==> src/rtl/fb_pkg.sv <==
// Shared constants, state/client types and helpers for the framebuffer memory arbiter.
package fb_pkg;

  localparam int unsigned ADDR_W        = 18;
  localparam int unsigned FB_LINE_WORDS = 160;
  localparam int unsigned FB_WORDS      = FB_LINE_WORDS * 480;

  typedef enum logic [2:0] {
    StIdle,
    StDeAcc,
    StDeCap,
    StVidAcc,
    StVidCap
  } state_e;

  typedef enum logic {
    ClientDe,
    ClientVid
  } client_e;

  // Engine masks mark bytes to skip; the SRAM wants bytes to write.
  function automatic logic [3:0] nbyte_to_be(input logic [3:0] nbyte);
    return ~nbyte;
  endfunction

endpackage

==> src/rtl/fb_arb_pick.sv <==
// Combinational two-way pick between drawing-engine and video requests.
// FB_VID_PRIORITY_EN: video wins every tie; otherwise ties alternate against last_grant.
module fb_arb_pick
  import fb_pkg::*;
(
  input  logic    de_req,
  input  logic    vid_req,
  input  client_e last_grant,
  output logic    grant_de,
  output logic    grant_vid
);

`ifdef FB_VID_PRIORITY_EN
  assign grant_vid = vid_req;
  assign grant_de  = de_req & ~vid_req;
`else
  always_comb begin
    grant_de  = 1'b0;
    grant_vid = 1'b0;
    if (de_req && vid_req) begin
      grant_de  = (last_grant == ClientVid);
      grant_vid = (last_grant == ClientDe);
    end else begin
      grant_de  = de_req;
      grant_vid = vid_req;
    end
  end
`endif

endmodule

==> src/rtl/fb_mem_arbiter.sv <==
// Owns the framebuffer SRAM port, arbitrating drawing-engine and video scan-out accesses.
// Define FB_VID_PRIORITY_EN to give video absolute priority when both clients request.
module fb_mem_arbiter #(
  parameter int unsigned ADDR_W   = fb_pkg::ADDR_W,
  parameter int unsigned FB_WORDS = fb_pkg::FB_WORDS
) (
  input  logic              clk,
  input  logic              rst_n,
  input  logic              de_req,
  output logic              de_ack,
  input  logic [ADDR_W-1:0] de_addr,
  input  logic [3:0]        de_nbyte,
  input  logic              de_rnw,
  input  logic [31:0]       de_w_data,
  output logic [31:0]       de_r_data,
  input  logic              vid_req,
  output logic              vid_ack,
  input  logic [ADDR_W-1:0] vid_addr,
  output logic [31:0]       vid_r_data,
  output logic              vid_valid,
  output logic              mem_en,
  output logic              mem_we,
  output logic [3:0]        mem_be,
  output logic [ADDR_W-1:0] mem_addr,
  output logic [31:0]       mem_wdata,
  input  logic [31:0]       mem_rdata
);

  import fb_pkg::*;

  state_e            state_q, state_d;
  client_e           last_q, last_d;
  logic              rd_q, rd_d;
  logic              oor_q, oor_d;
  logic              de_ack_q, de_ack_d;
  logic              vid_ack_q, vid_ack_d;
  logic              vid_valid_q, vid_valid_d;
  logic              mem_en_q, mem_en_d;
  logic              mem_we_q, mem_we_d;
  logic [3:0]        mem_be_q, mem_be_d;
  logic [ADDR_W-1:0] mem_addr_q, mem_addr_d;
  logic [31:0]       mem_wdata_q, mem_wdata_d;
  logic [31:0]       de_r_data_q, de_r_data_d;
  logic [31:0]       vid_r_data_q, vid_r_data_d;

  logic grant_de, grant_vid;
  logic de_in_range, vid_in_range;

  assign de_in_range  = 32'(de_addr) < FB_WORDS;
  assign vid_in_range = 32'(vid_addr) < FB_WORDS;

  fb_arb_pick u_pick (
    .de_req     (de_req),
    .vid_req    (vid_req),
    .last_grant (last_q),
    .grant_de   (grant_de),
    .grant_vid  (grant_vid)
  );

  // Access strobes are computed at the IDLE sample so they appear registered in the ack cycle.
  always_comb begin
    state_d      = state_q;
    last_d       = last_q;
    rd_d         = rd_q;
    oor_d        = oor_q;
    de_ack_d     = 1'b0;
    vid_ack_d    = 1'b0;
    vid_valid_d  = 1'b0;
    mem_en_d     = 1'b0;
    mem_we_d     = 1'b0;
    mem_be_d     = mem_be_q;
    mem_addr_d   = mem_addr_q;
    mem_wdata_d  = mem_wdata_q;
    de_r_data_d  = de_r_data_q;
    vid_r_data_d = vid_r_data_q;

    unique case (state_q)
      StIdle: begin
        if (grant_de) begin
          state_d     = StDeAcc;
          last_d      = ClientDe;
          rd_d        = de_rnw;
          oor_d       = ~de_in_range;
          de_ack_d    = 1'b1;
          mem_en_d    = de_in_range;
          mem_we_d    = de_in_range & ~de_rnw;
          mem_be_d    = nbyte_to_be(de_nbyte);
          mem_addr_d  = de_addr;
          mem_wdata_d = de_w_data;
        end else if (grant_vid) begin
          state_d    = StVidAcc;
          last_d     = ClientVid;
          oor_d      = ~vid_in_range;
          vid_ack_d  = 1'b1;
          mem_en_d   = vid_in_range;
          mem_be_d   = 4'hF;
          mem_addr_d = vid_addr;
        end
      end
      StDeAcc: begin
        state_d = rd_q ? StDeCap : StIdle;
      end
      StDeCap: begin
        de_r_data_d = oor_q ? 32'h0 : mem_rdata;
        state_d     = StIdle;
      end
      StVidAcc: begin
        state_d = StVidCap;
      end
      StVidCap: begin
        vid_r_data_d = oor_q ? 32'h0 : mem_rdata;
        vid_valid_d  = 1'b1;
        state_d      = StIdle;
      end
      default: begin
        state_d = StIdle;
      end
    endcase
  end

  always_ff @(posedge clk or negedge rst_n) begin
    if (!rst_n) begin
      state_q      <= StIdle;
      last_q       <= ClientDe;
      rd_q         <= 1'b0;
      oor_q        <= 1'b0;
      de_ack_q     <= 1'b0;
      vid_ack_q    <= 1'b0;
      vid_valid_q  <= 1'b0;
      mem_en_q     <= 1'b0;
      mem_we_q     <= 1'b0;
      mem_be_q     <= 4'h0;
      mem_addr_q   <= '0;
      mem_wdata_q  <= 32'h0;
      de_r_data_q  <= 32'h0;
      vid_r_data_q <= 32'h0;
    end else begin
      state_q      <= state_d;
      last_q       <= last_d;
      rd_q         <= rd_d;
      oor_q        <= oor_d;
      de_ack_q     <= de_ack_d;
      vid_ack_q    <= vid_ack_d;
      vid_valid_q  <= vid_valid_d;
      mem_en_q     <= mem_en_d;
      mem_we_q     <= mem_we_d;
      mem_be_q     <= mem_be_d;
      mem_addr_q   <= mem_addr_d;
      mem_wdata_q  <= mem_wdata_d;
      de_r_data_q  <= de_r_data_d;
      vid_r_data_q <= vid_r_data_d;
    end
  end

  assign de_ack     = de_ack_q;
  assign vid_ack    = vid_ack_q;
  assign vid_valid  = vid_valid_q;
  assign mem_en     = mem_en_q;
  assign mem_we     = mem_we_q;
  assign mem_be     = mem_be_q;
  assign mem_addr   = mem_addr_q;
  assign mem_wdata  = mem_wdata_q;
  assign de_r_data  = de_r_data_q;
  assign vid_r_data = vid_r_data_q;

endmodule

==> config.mk <==
export PLATFORM = sky130hd
export DESIGN_NAME = fb_mem_arbiter
export DESIGN_NICKNAME = d
export VERILOG_FILES = /design/src/rtl/fb_pkg.sv /design/src/rtl/fb_arb_pick.sv /design/src/rtl/fb_mem_arbiter.sv
export SDC_FILE = /design/constraint.sdc
export NUM_CORES = 1
export LEC_CHECK = 0
export ABC_AREA = 1
export CAP_MARGIN = 25
export CORE_ASPECT_RATIO = 1.1
export CORE_MARGIN = 5
export CORE_UTILIZATION = 42
export DETAILED_ROUTE_END_ITERATION = 10
export MAX_ROUTING_LAYER = met4
export PLACE_DENSITY = 0.85
export SYNTH_ARGS = -nofsm -noshare
export SYNTH_HDL_FRONTEND = slang
export SYNTH_SLANG_ARGS = --single-unit
==> constraint.sdc <==
create_clock -name clk -period 1.73 [get_ports clk]
set_input_delay 0.173 -clock clk [delete_from_list [all_inputs] [get_ports clk]]
set_output_delay 0.173 -clock clk [all_outputs]
set_load 0.01 [all_outputs]
Word-level counts from Yosys, hierarchy flattened
Cells that the tools add are included.
- magnitude comparators: 2
- equal/unequal tests: 5
- muxes and demuxes: 26
- bitwise operators: 6
- reductions and logical operators: 5
- operators by type and width (kind ; number):
    $lt A18 B17 Y1 const B ; 2
    $mux W18 ; 2
    $mux W32 ; 1
    $mux W1 ; 17
    $pmux W3 S3 ; 1
    $mux W4 ; 2
    $eq A3 B2 Y1 const B ; 2
    $mux W3 ; 2
    $not A1 Y1 ; 4
    $not A4 Y4 ; 1
    $reduce_and A2 Y1 ; 2
    $eq A3 B1 Y1 const B ; 1
    $eq A3 B3 Y1 const B ; 1
    $logic_not A3 Y1 ; 1
    $ne A3 B3 Y1 const B ; 1
    $mux W2 ; 1
    $reduce_bool A2 Y1 ; 1
    $and A1 B1 Y1 ; 1
    $logic_and A1 B1 Y1 ; 1
- bits in registers: 129
- logic and storage cells: 58

Longest topological paths before layout
Gate-level depths: netlist of run 1.
- depth after elaboration: 5
- mapped depth: 9
- depth with buffers taken out: 9

By module
A second synthesis of run 1 with hierarchy kept.
- cell total of the unflattened synthesis: 517
- area, all modules: 5366.4 µm²
- modules (own cells, without submodules) (module ; instances ; cells an instance ; area an instance (µm²) ; seq. area each (µm²)):
    fb_mem_arbiter ; 1 ; 512 ; 5345.1 ; 3228.1
    fb_arb_pick ; 1 ; 5 ; 21.3 ; 0.0

Worst setup path before layout of run 1
Ideal clock, no wire load.
- kind: reg2reg
- from: register state_q[0]
- to: register vid_r_data_q[10] (netlist: vid_r_data[10])
- arrival time: 1.268 ns
- data required time: 1.605 ns
- path slack: 0.338 ns
- cell stages (with the launch flop): 4
- path buffers: 1
- clock period less this slack: 1.392 ns
- cell sequence: dfrtp_1 nor3_4 buf_6 mux2_2
- longest elaborated chain between the ends: 1
- RTL lines (element ; line ; text):
    start: declaration ; fb_mem_arbiter.sv:31 ; state_e state_q, state_d;
    start signal: assignment ; fb_mem_arbiter.sv:123 ; state_q <= StIdle;
    start signal: assignment ; fb_mem_arbiter.sv:138 ; state_q <= state_d;
    $eq A3 B3 Y1 ; fb_mem_arbiter.sv:77 ; unique case (state_q)
    end signal: assignment ; fb_mem_arbiter.sv:151 ; vid_r_data_q <= vid_r_data_d;
    end: declaration ; fb_mem_arbiter.sv:44 ; logic [31:0] vid_r_data_q, vid_r_data_d;
Every way passes these cells.
A chain may end at the register's enable or synchronous reset.

Final worst setup path of run 1
- from: register last_q
- to: register mem_addr_q[2] (netlist: mem_addr[2])
- longest elaborated chain between the ends: 4
- RTL lines (element ; line ; text):
    start: declaration ; fb_mem_arbiter.sv:32 ; client_e last_q, last_d;
    start signal: assignment ; fb_mem_arbiter.sv:124 ; last_q <= ClientDe;
    start signal: assignment ; fb_mem_arbiter.sv:139 ; last_q <= last_d;
    $not A1 Y1 ; fb_arb_pick.sv:22 ; grant_vid = (last_grant == ClientDe);
    $mux W1 ; fb_arb_pick.sv:20 ; if (de_req && vid_req) begin
    $reduce_bool A2 Y1 (no source line) ; -- ;
    $reduce_and A2 Y1 (no source line) ; -- ;
    end signal: assignment ; fb_mem_arbiter.sv:148 ; mem_addr_q <= mem_addr_d;
    end: declaration ; fb_mem_arbiter.sv:41 ; logic [ADDR_W-1:0] mem_addr_q, mem_addr_d;
Parallel ways exist; a longest one is shown, timed or not.

==> results of run 1 <==
## power groups by stage
stage | clock, mW | sequential [mW] | combinational [mW]
final | 3.92 | 5.23 | 6.76
after global routing | 4.16 | 5.41 | 7.32
after CTS | 3.99 | 5.23 | 6.88
after detailed placement | 0 | 5.25 | 6.82
after global placement | 0 | 5.17 | 6.62
after floorplan | 0 | 5.77 | 2.56
## placed cells by master (no fill, tap or decap)
cell,n
nor2_1,55
inv_1,41
mux2_1,4
clkbuf_16,17
a21oi_1,1
o21ai_0,23
nor2_4,2
buf_4,6
dlygate4sd3_1,1
clkbuf_8,5
clkinv_4,1
bufinv_16,4
nor3_1,2
clkinvlp_4,2
and3_1,1
buf_12,5
nand4_1,1
a211oi_1,1
clkdlybuf4s50_1,230
inv_2,3
or2_2,1
a2bb2oi_1,4
o21ai_1,13
nor3_4,2
nand3_1,1
nand2_1,134
dfrtp_1,129
inv_6,3
nand3_4,1
a22oi_1,1
mux2_2,60
## cell type report
class / instances / area (sq um)
Multi-Input combinational cell: 307 / 1770
Clock buffer: 22 / 494
Inverter: 44 / 165
Fill cell: 909 / 4050
Clock inverter: 10 / 170
Tap cell: 157 / 196
Timing Repair Buffer: 242 / 2460
Sequential cell: 129 / 3230
## synthesized netlist by cell type, types with 2 or more instances
library cell	n
nand2_1	134
dfrtp_1	129
mux2_2	60
nor2_1	55
inv_1	41
o21ai_0	23
o21ai_1	13
buf_6	8
buf_2	6
buf_4	6
clkbuf_1	5
a2bb2oi_1	4
mux2_1	4
inv_2	3
nor2_4	2
nor3_1	2
nor3_4	2
## sequential cells by signal, indices dropped and copies added (netlist names)
signal / cells
de_r_data: 32
mem_wdata: 32
mem_be: 4
de_ack: 1
rd_q: 1
vid_valid: 1
oor_q: 1
mem_en: 1
mem_we: 1
vid_ack: 1
mem_addr: 18
state_q: 3
last_q: 1
vid_r_data: 32
## kinds of logic (layout without fill, tap and decap cells)
kind of cell	count (synthesis)	count (layout)	synth area share (%)
compound gates	43	43	4.40
buf+inv	69	318	6.53
flops	129	129	60.4
mux	64	64	13.5
simple gates	200	200	15.3
## routing by layer
layer  wire length (um)  global-route usage [%]  vias up  share of wire, %
li1                   -                       -     2072                 -
met4                265                    7.15        0               1.8
met1               5840                    22.4     2127                40
met5                  0                       -        -                 0
met3               1030                    6.77       30               7.0
met2               7510                    34.5      203                51
## what timing repair did
action,CTS,global route
setup endpoints to repair,0,2
hold buffers,1,0
endpoints found under the hold margin,29,0
## worst paths after layout
| path | cells after the start | start | endpoint |
|---|---|---|---|
| setup reg to reg | 6 | last_q$_DFFE_PN0P_ | mem_addr[2]$_DFFE_PN0P_ |
| hold / removal | 2 | rst_n | de_r_data[31]$_DFFE_PN0N_ |
| setup / recovery | 6 | last_q$_DFFE_PN0P_ | mem_addr[2]$_DFFE_PN0P_ |
| hold reg to reg | 2 | mem_wdata[22]$_DFFE_PN0P_ | mem_wdata[22]$_DFFE_PN0P_ |
| min in group clk | 3 | de_w_data[0] | mem_wdata[0]$_DFFE_PN0P_ |
| max in group asynchronous | 3 | rst_n | state_q[2]$_DFFE_PN0P_ |
## metrics by stage
| stage | util [%] | power, mW |
|---|---|---|
| final | 67.7 | 15.9 |
| after global routing | 67.7 | 16.9 |
| after CTS | 67.7 | 16.1 |
| after detailed placement | 62.3 | 12.1 |
| after global placement | 62.3 | 11.8 |
| after floorplan | - | 8.33 |
==> out/results.ini, run 1 <==
[power]
vdd.ir_drop.worst_mv = 0.939
p_seq_share_pct = 32.9
p_int_mw = 10.8
clkPwrFrac_pct = 24.6
cellPowerDensity_mw_per_mm2 = 1880
swShare_pct = 32.0
power.net_switching_mw = 5.09
p_leak_nw = 3.97
combPwrFrac_pct = 42.5

[synthesis]
yosysTopAreaCellShare_pct = 60.4
ys_seq_area_share_pct = 60.4
ys_seq_elements = 129
yosys_warnings = 0
synth_edf_count = 0
yosysTopAreaCell = dfrtp_1
syn_area_per_cell_sq_um = 10.6
syn-num-nets = 614
synth_flop_cell = dfrtp_1
synthCells = 505
synth_area_sq_mm = 0.00535
synth.area.top_cells = dfrtp_1, mux2_2, nand2_1
async_reset_ff_share_pct = 100
yosysUniqueCellTypes = 25

[clock_network]
cts_tree = built
cts.sinks = 129
clk_path_buf_depth = 2
cts-root-buf = clkbuf_16
clk_pin_slew_ns = 0.06
clk_latency_ns = 0.40
cts_setup_buffers = 0
cts_buffers = 17
cts_max_level = 4
cts.repair.resized = 0

[worst_setup_path]
path_cells = inv_1, nand2_1, nand2_1, inv_1, o21ai_0, o21ai_0
crit_required_ns = 2.00
cpMaxStageDelayCell = dfrtp_1
arrival_ns = 1.86
crit_type = reg -> reg
cp-end-kind = register
cp_top_family = compound AO/OA/AOI/OAI gates
path_buf_inv = 2
reg2reg_slack_ns = 0.14
cp-start-kind = register
max_stage_delay_ns = 0.36
worstPathMaxFanout = 21

[timing]
skew_ns = 0.00882
final-hold-violation-count = 0
relSlewSlack_pct = 62.6
rsz0062_at_grt = true
tns_ns = 0
worst_pin_slew_ns = 0.560
fin_ws_ns = 0.139
timing.final.crit_share_pct = 91.9
setup_viol = 0
min_period_ns = 1.59
whs_ns = 0.262
slew_viol_final = 0
fmax_ghz = 0.629

[place]
pre_cts_slack_ns = -0.0578
postPlaceCellArea_sq_mm = 0.00781
place_inst = 878
place.gp.congestion = 0.816
placement.io_buffers = 231
hpwlAfterDp_um = 10600

[detailed_routing]
vias_per_cell = 4.86
num_vias = 4432
drc_errors = 0
ant_nets = 0
detail_route.wl_per_cell_um = 16.1
dr.pass1.iters = 4
wl_um = 14600
drt_iter0_drc = 243

[die]
rows = 43
die_width_um = 118
die_h_um = 128
ioPinCount = 232
initial_core_util_pct = 42.7
coreArea_sq_mm = 0.0125
die_area_sq_mm = 0.0151

[grt]
grt_use_total_pct = 20.3
grt_pass1_vias = 4895
overflow = 0
grt_pass1_wl_um = 24000
antenna_found_initial = 0
grt_max_degree = 68

[layout]
layout.nets = 850
n_antenna_cell = 0
layout-drive-gt1-share_pct = 14.9
area_growth_pct = 58.6
fin_cells = 911
stdcell_area_sq_mm = 0.00848

[min_path]
hold_path.class = in -> async

[run_status]
outcome = complete, no violations

[job]
maxCapViolations = 0

No activity file was read; power rests on OpenSTA's default activity.
==> run 2, diff against run 1 <==
ABC_AREA = not set   (was 1)
CORE_UTILIZATION = 45   (was 42)
CTS_CLUSTER_SIZE = 10   (was not set)
PLACE_DENSITY = 0.91   (was 0.85)
clock period = 2 ns   (was 1.73 ns; I/O delays follow)
==> out/results.ini, run 2 <==
[detailed_routing]
drt_iter0_drc = 246  ; +1.2%
detail_route.wl_per_cell_um = 17.1  ; +6.2%
wl_um = 14200  ; -2.8%
num_vias = 4219  ; -4.8%
dr.pass1.iters = 4  ; unchanged
vias_per_cell = 5.06  ; +4.0%
ant_nets = 0  ; unchanged
drc_errors = 0  ; unchanged

[grt]
overflow = 0  ; unchanged
grt_max_degree = 130  ; +91%
grt_pass1_vias = 4480  ; -8.5%
grt_pass1_wl_um = 23100  ; -3.7%
antenna_found_initial = 0  ; unchanged
grt_use_total_pct = 22.2  ; +1.9 points

[layout]
layout.nets = 783  ; -7.9%
fin_cells = 834  ; -8.5%
area_growth_pct = 61.1
n_antenna_cell = 0  ; unchanged
layout-drive-gt1-share_pct = 11.6  ; -3.2 points
layout_commonest_cell = clkdlybuf4s50_1
layout_common_cells = clkdlybuf4s50_1, dfrtp_1, nand2_1, o21ai_0, mux2_2
stdcell_area_sq_mm = 0.00813  ; -4.2%
utilization_pct = 74.1  ; +6.5 points

[die]
die_h_um = 121  ; -5.7%
rows = 40  ; -7.0%
coreArea_sq_mm = 0.0110  ; -13%
die_area_sq_mm = 0.0134  ; -11%
die_width_um = 111  ; -5.7%
initial_core_util_pct = 46.0  ; +3.4 points
ioPinCount = 232  ; unchanged

[place]
hpwlAfterDp_um = 10200  ; -3.7%
postPlaceCellArea_sq_mm = 0.00754  ; -3.4%
place_inst = 801  ; -8.8%
placement.io_buffers = 231  ; unchanged
place.gp.congestion = 0.811  ; -0.56%

[synthesis]
synthCells = 441  ; -13%
yosys-top-cells-count = dfrtp_1, nand2_1, o21ai_0
synth_edf_count = 0  ; unchanged
yosysTopAreaCell = dfrtp_1
synth_flop_cell = dfrtp_1
synth.area.top_cells = dfrtp_1, mux2_2, o21ai_0
yosys_warnings = 0  ; unchanged
synth_area_sq_mm = 0.00504  ; -5.7%
async_reset_ff_share_pct = 100  ; unchanged
yosysTopAreaCellShare_pct = 64.0  ; +3.6 points
syn-num-nets = 550  ; -10%
ys_seq_area_share_pct = 64.0  ; +3.6 points
ys_seq_elements = 129  ; unchanged
syn_area_per_cell_sq_um = 11.4  ; +8.0%
yosysMostFrequentCell = dfrtp_1
yosysUniqueCellTypes = 22  ; -12%

[worst_setup_path]
endpoint = mem_wdata[27]$_DFFE_PN0P_
arrival_ns = 1.97  ; +0.11 ns
worstReg2RegEnd = mem_wdata[27]$_DFFE_PN0P_
crit_type = reg -> reg
crit_required_ns = 2.28  ; +0.28 ns
cp-start-kind = register
worstPathMaxFanout = 12  ; -43%
worstReg2RegStart = state_q[2]$_DFFE_PN0P_
rr_worst_depth = 4  ; -2
reg2reg_slack_ns = 0.31  ; +0.17 ns
crit_start = state_q[2]$_DFFE_PN0P_
cp-end-kind = register

[clock_network]
clk_latency_ns = 0.41  ; about the same
cts_tree = built
cts_buffers = 17  ; unchanged
cts_max_level = 4  ; unchanged
clk_pin_slew_ns = 0.06  ; about the same
cts.sinks = 129  ; unchanged
cts-root-buf = clkbuf_16
clk_path_buf_depth = 2  ; unchanged
cts_setup_buffers = 0  ; unchanged

[power]
cellPowerDensity_mw_per_mm2 = 1570  ; -17%
p_leak_nw = 3.47  ; -13%
vdd.ir_drop.worst_mv = 0.962  ; +2.4%

[timing]
rsz0062_at_grt = false
skew_ns = 0.00791  ; -0.000908 ns
timing.final.crit_share_pct = 84.5  ; -7.4 points
min_period_ns = 1.69  ; +0.100 ns
whs_ns = 0.354  ; +0.0924 ns
worst_pin_slew_ns = 0.650  ; +0.0895 ns
fmax_ghz = 0.591  ; -5.9%
relSlewSlack_pct = 56.7  ; -5.9 points
setup_viol = 0  ; unchanged
tns_ns = 0  ; unchanged
final-hold-violation-count = 0  ; unchanged
slew_viol_final = 0  ; unchanged

[job]
maxCapViolations = 0  ; unchanged

[min_path]
hold_path.class = in -> reg

[run_status]
outcome = complete, no violations

==> run 2: changes by cell type after synthesis, sizes merged, moves of 24 or more <==
cell,before,now
a21oi,1,25
inv,44,4
mux2,64,35
nand2,134,67
nand2b,0,32
nor2,57,26
o21ai,36,67
==> run 2: layer usage <==
layer  vias to the layer above  routed length (um)  global-route usage [%]
met2                       176                7460                    37.7
met4                         0                 218                    6.24
li1                       1960                   -                       -
met5                         -                   0                       -
met1                      2064                5600                    25.4
met3                        19                 957                    7.23
==> run 2: where the power goes <==
part,internal [mW],leakage (nW),switching [mW]
Sequential,3.80,1.61,0.728
Combinational,2.98,1.59,2.27
Clock,1.81,0.272,1.13
Total,8.59,3.47,4.13
==> run 2: kinds of logic after synthesis <==
logic type             synth area share, %
muxes                                 11.6
DFF                                   64.0
buffers and inverters                 2.70
AOI/OAI and AO/OA                     9.42
and+or+nand+nor                       12.3
==> run 2: worst max-delay path, stage by stage (launching register included) <==
cell	delay, ns
dfrtp_1	0.45
nor4_4	0.30
and2b_1	0.23
buf_4	0.23
mux2_2	0.36
==> run 2: area by class of cell <==
class / instances / area (sq um)
clock buffers: 21 / 470
repair buffers: 241 / 2440
multi-input cells: 281 / 1690
clock inverters: 11 / 105
flip-flops and latches: 129 / 3230
fillers: 694 / 2830
well taps: 147 / 184
inverters: 4 / 15.0
==> run 2: metrics by stage <==
stage / total power, mW / setup WS, ns
6_report: 12.7 / 0.309
2_1_floorplan: 6.63 / 0.302
3_3_place_gp: 9.58 / 0.156
5_1_grt: 13.5 / 0.199
3_5_place_dp: 9.84 / 0.0974
4_1_cts: 12.9 / 0.300
==> run 2: worst min-delay path by stage <==
stage | start | end | slack (ns) | cells after the start
global placement | rst_n | de_r_data[14]$_DFFE_PN0N_ | 0.35 | 2
floorplan | rst_n | de_ack$_DFF_PN0_ | -0.1 | 0
finish | de_nbyte[1] | mem_be[1]$_DFFE_PN0P_ | 0.35 | 2
detailed placement | rst_n | de_r_data[14]$_DFFE_PN0N_ | 0.36 | 2
CTS | de_nbyte[1] | mem_be[1]$_DFFE_PN0P_ | 0.34 | 2
global route | de_nbyte[3] | mem_be[3]$_DFFE_PN0P_ | 0.36 | 2
==> run 2: timing repair <==
item                                   in CTS  in global routing
endpoints found under the hold margin     129                  0
hold buffers                                1                  0
gates resized for setup                     0                  0
setup endpoints to repair                   0                  0
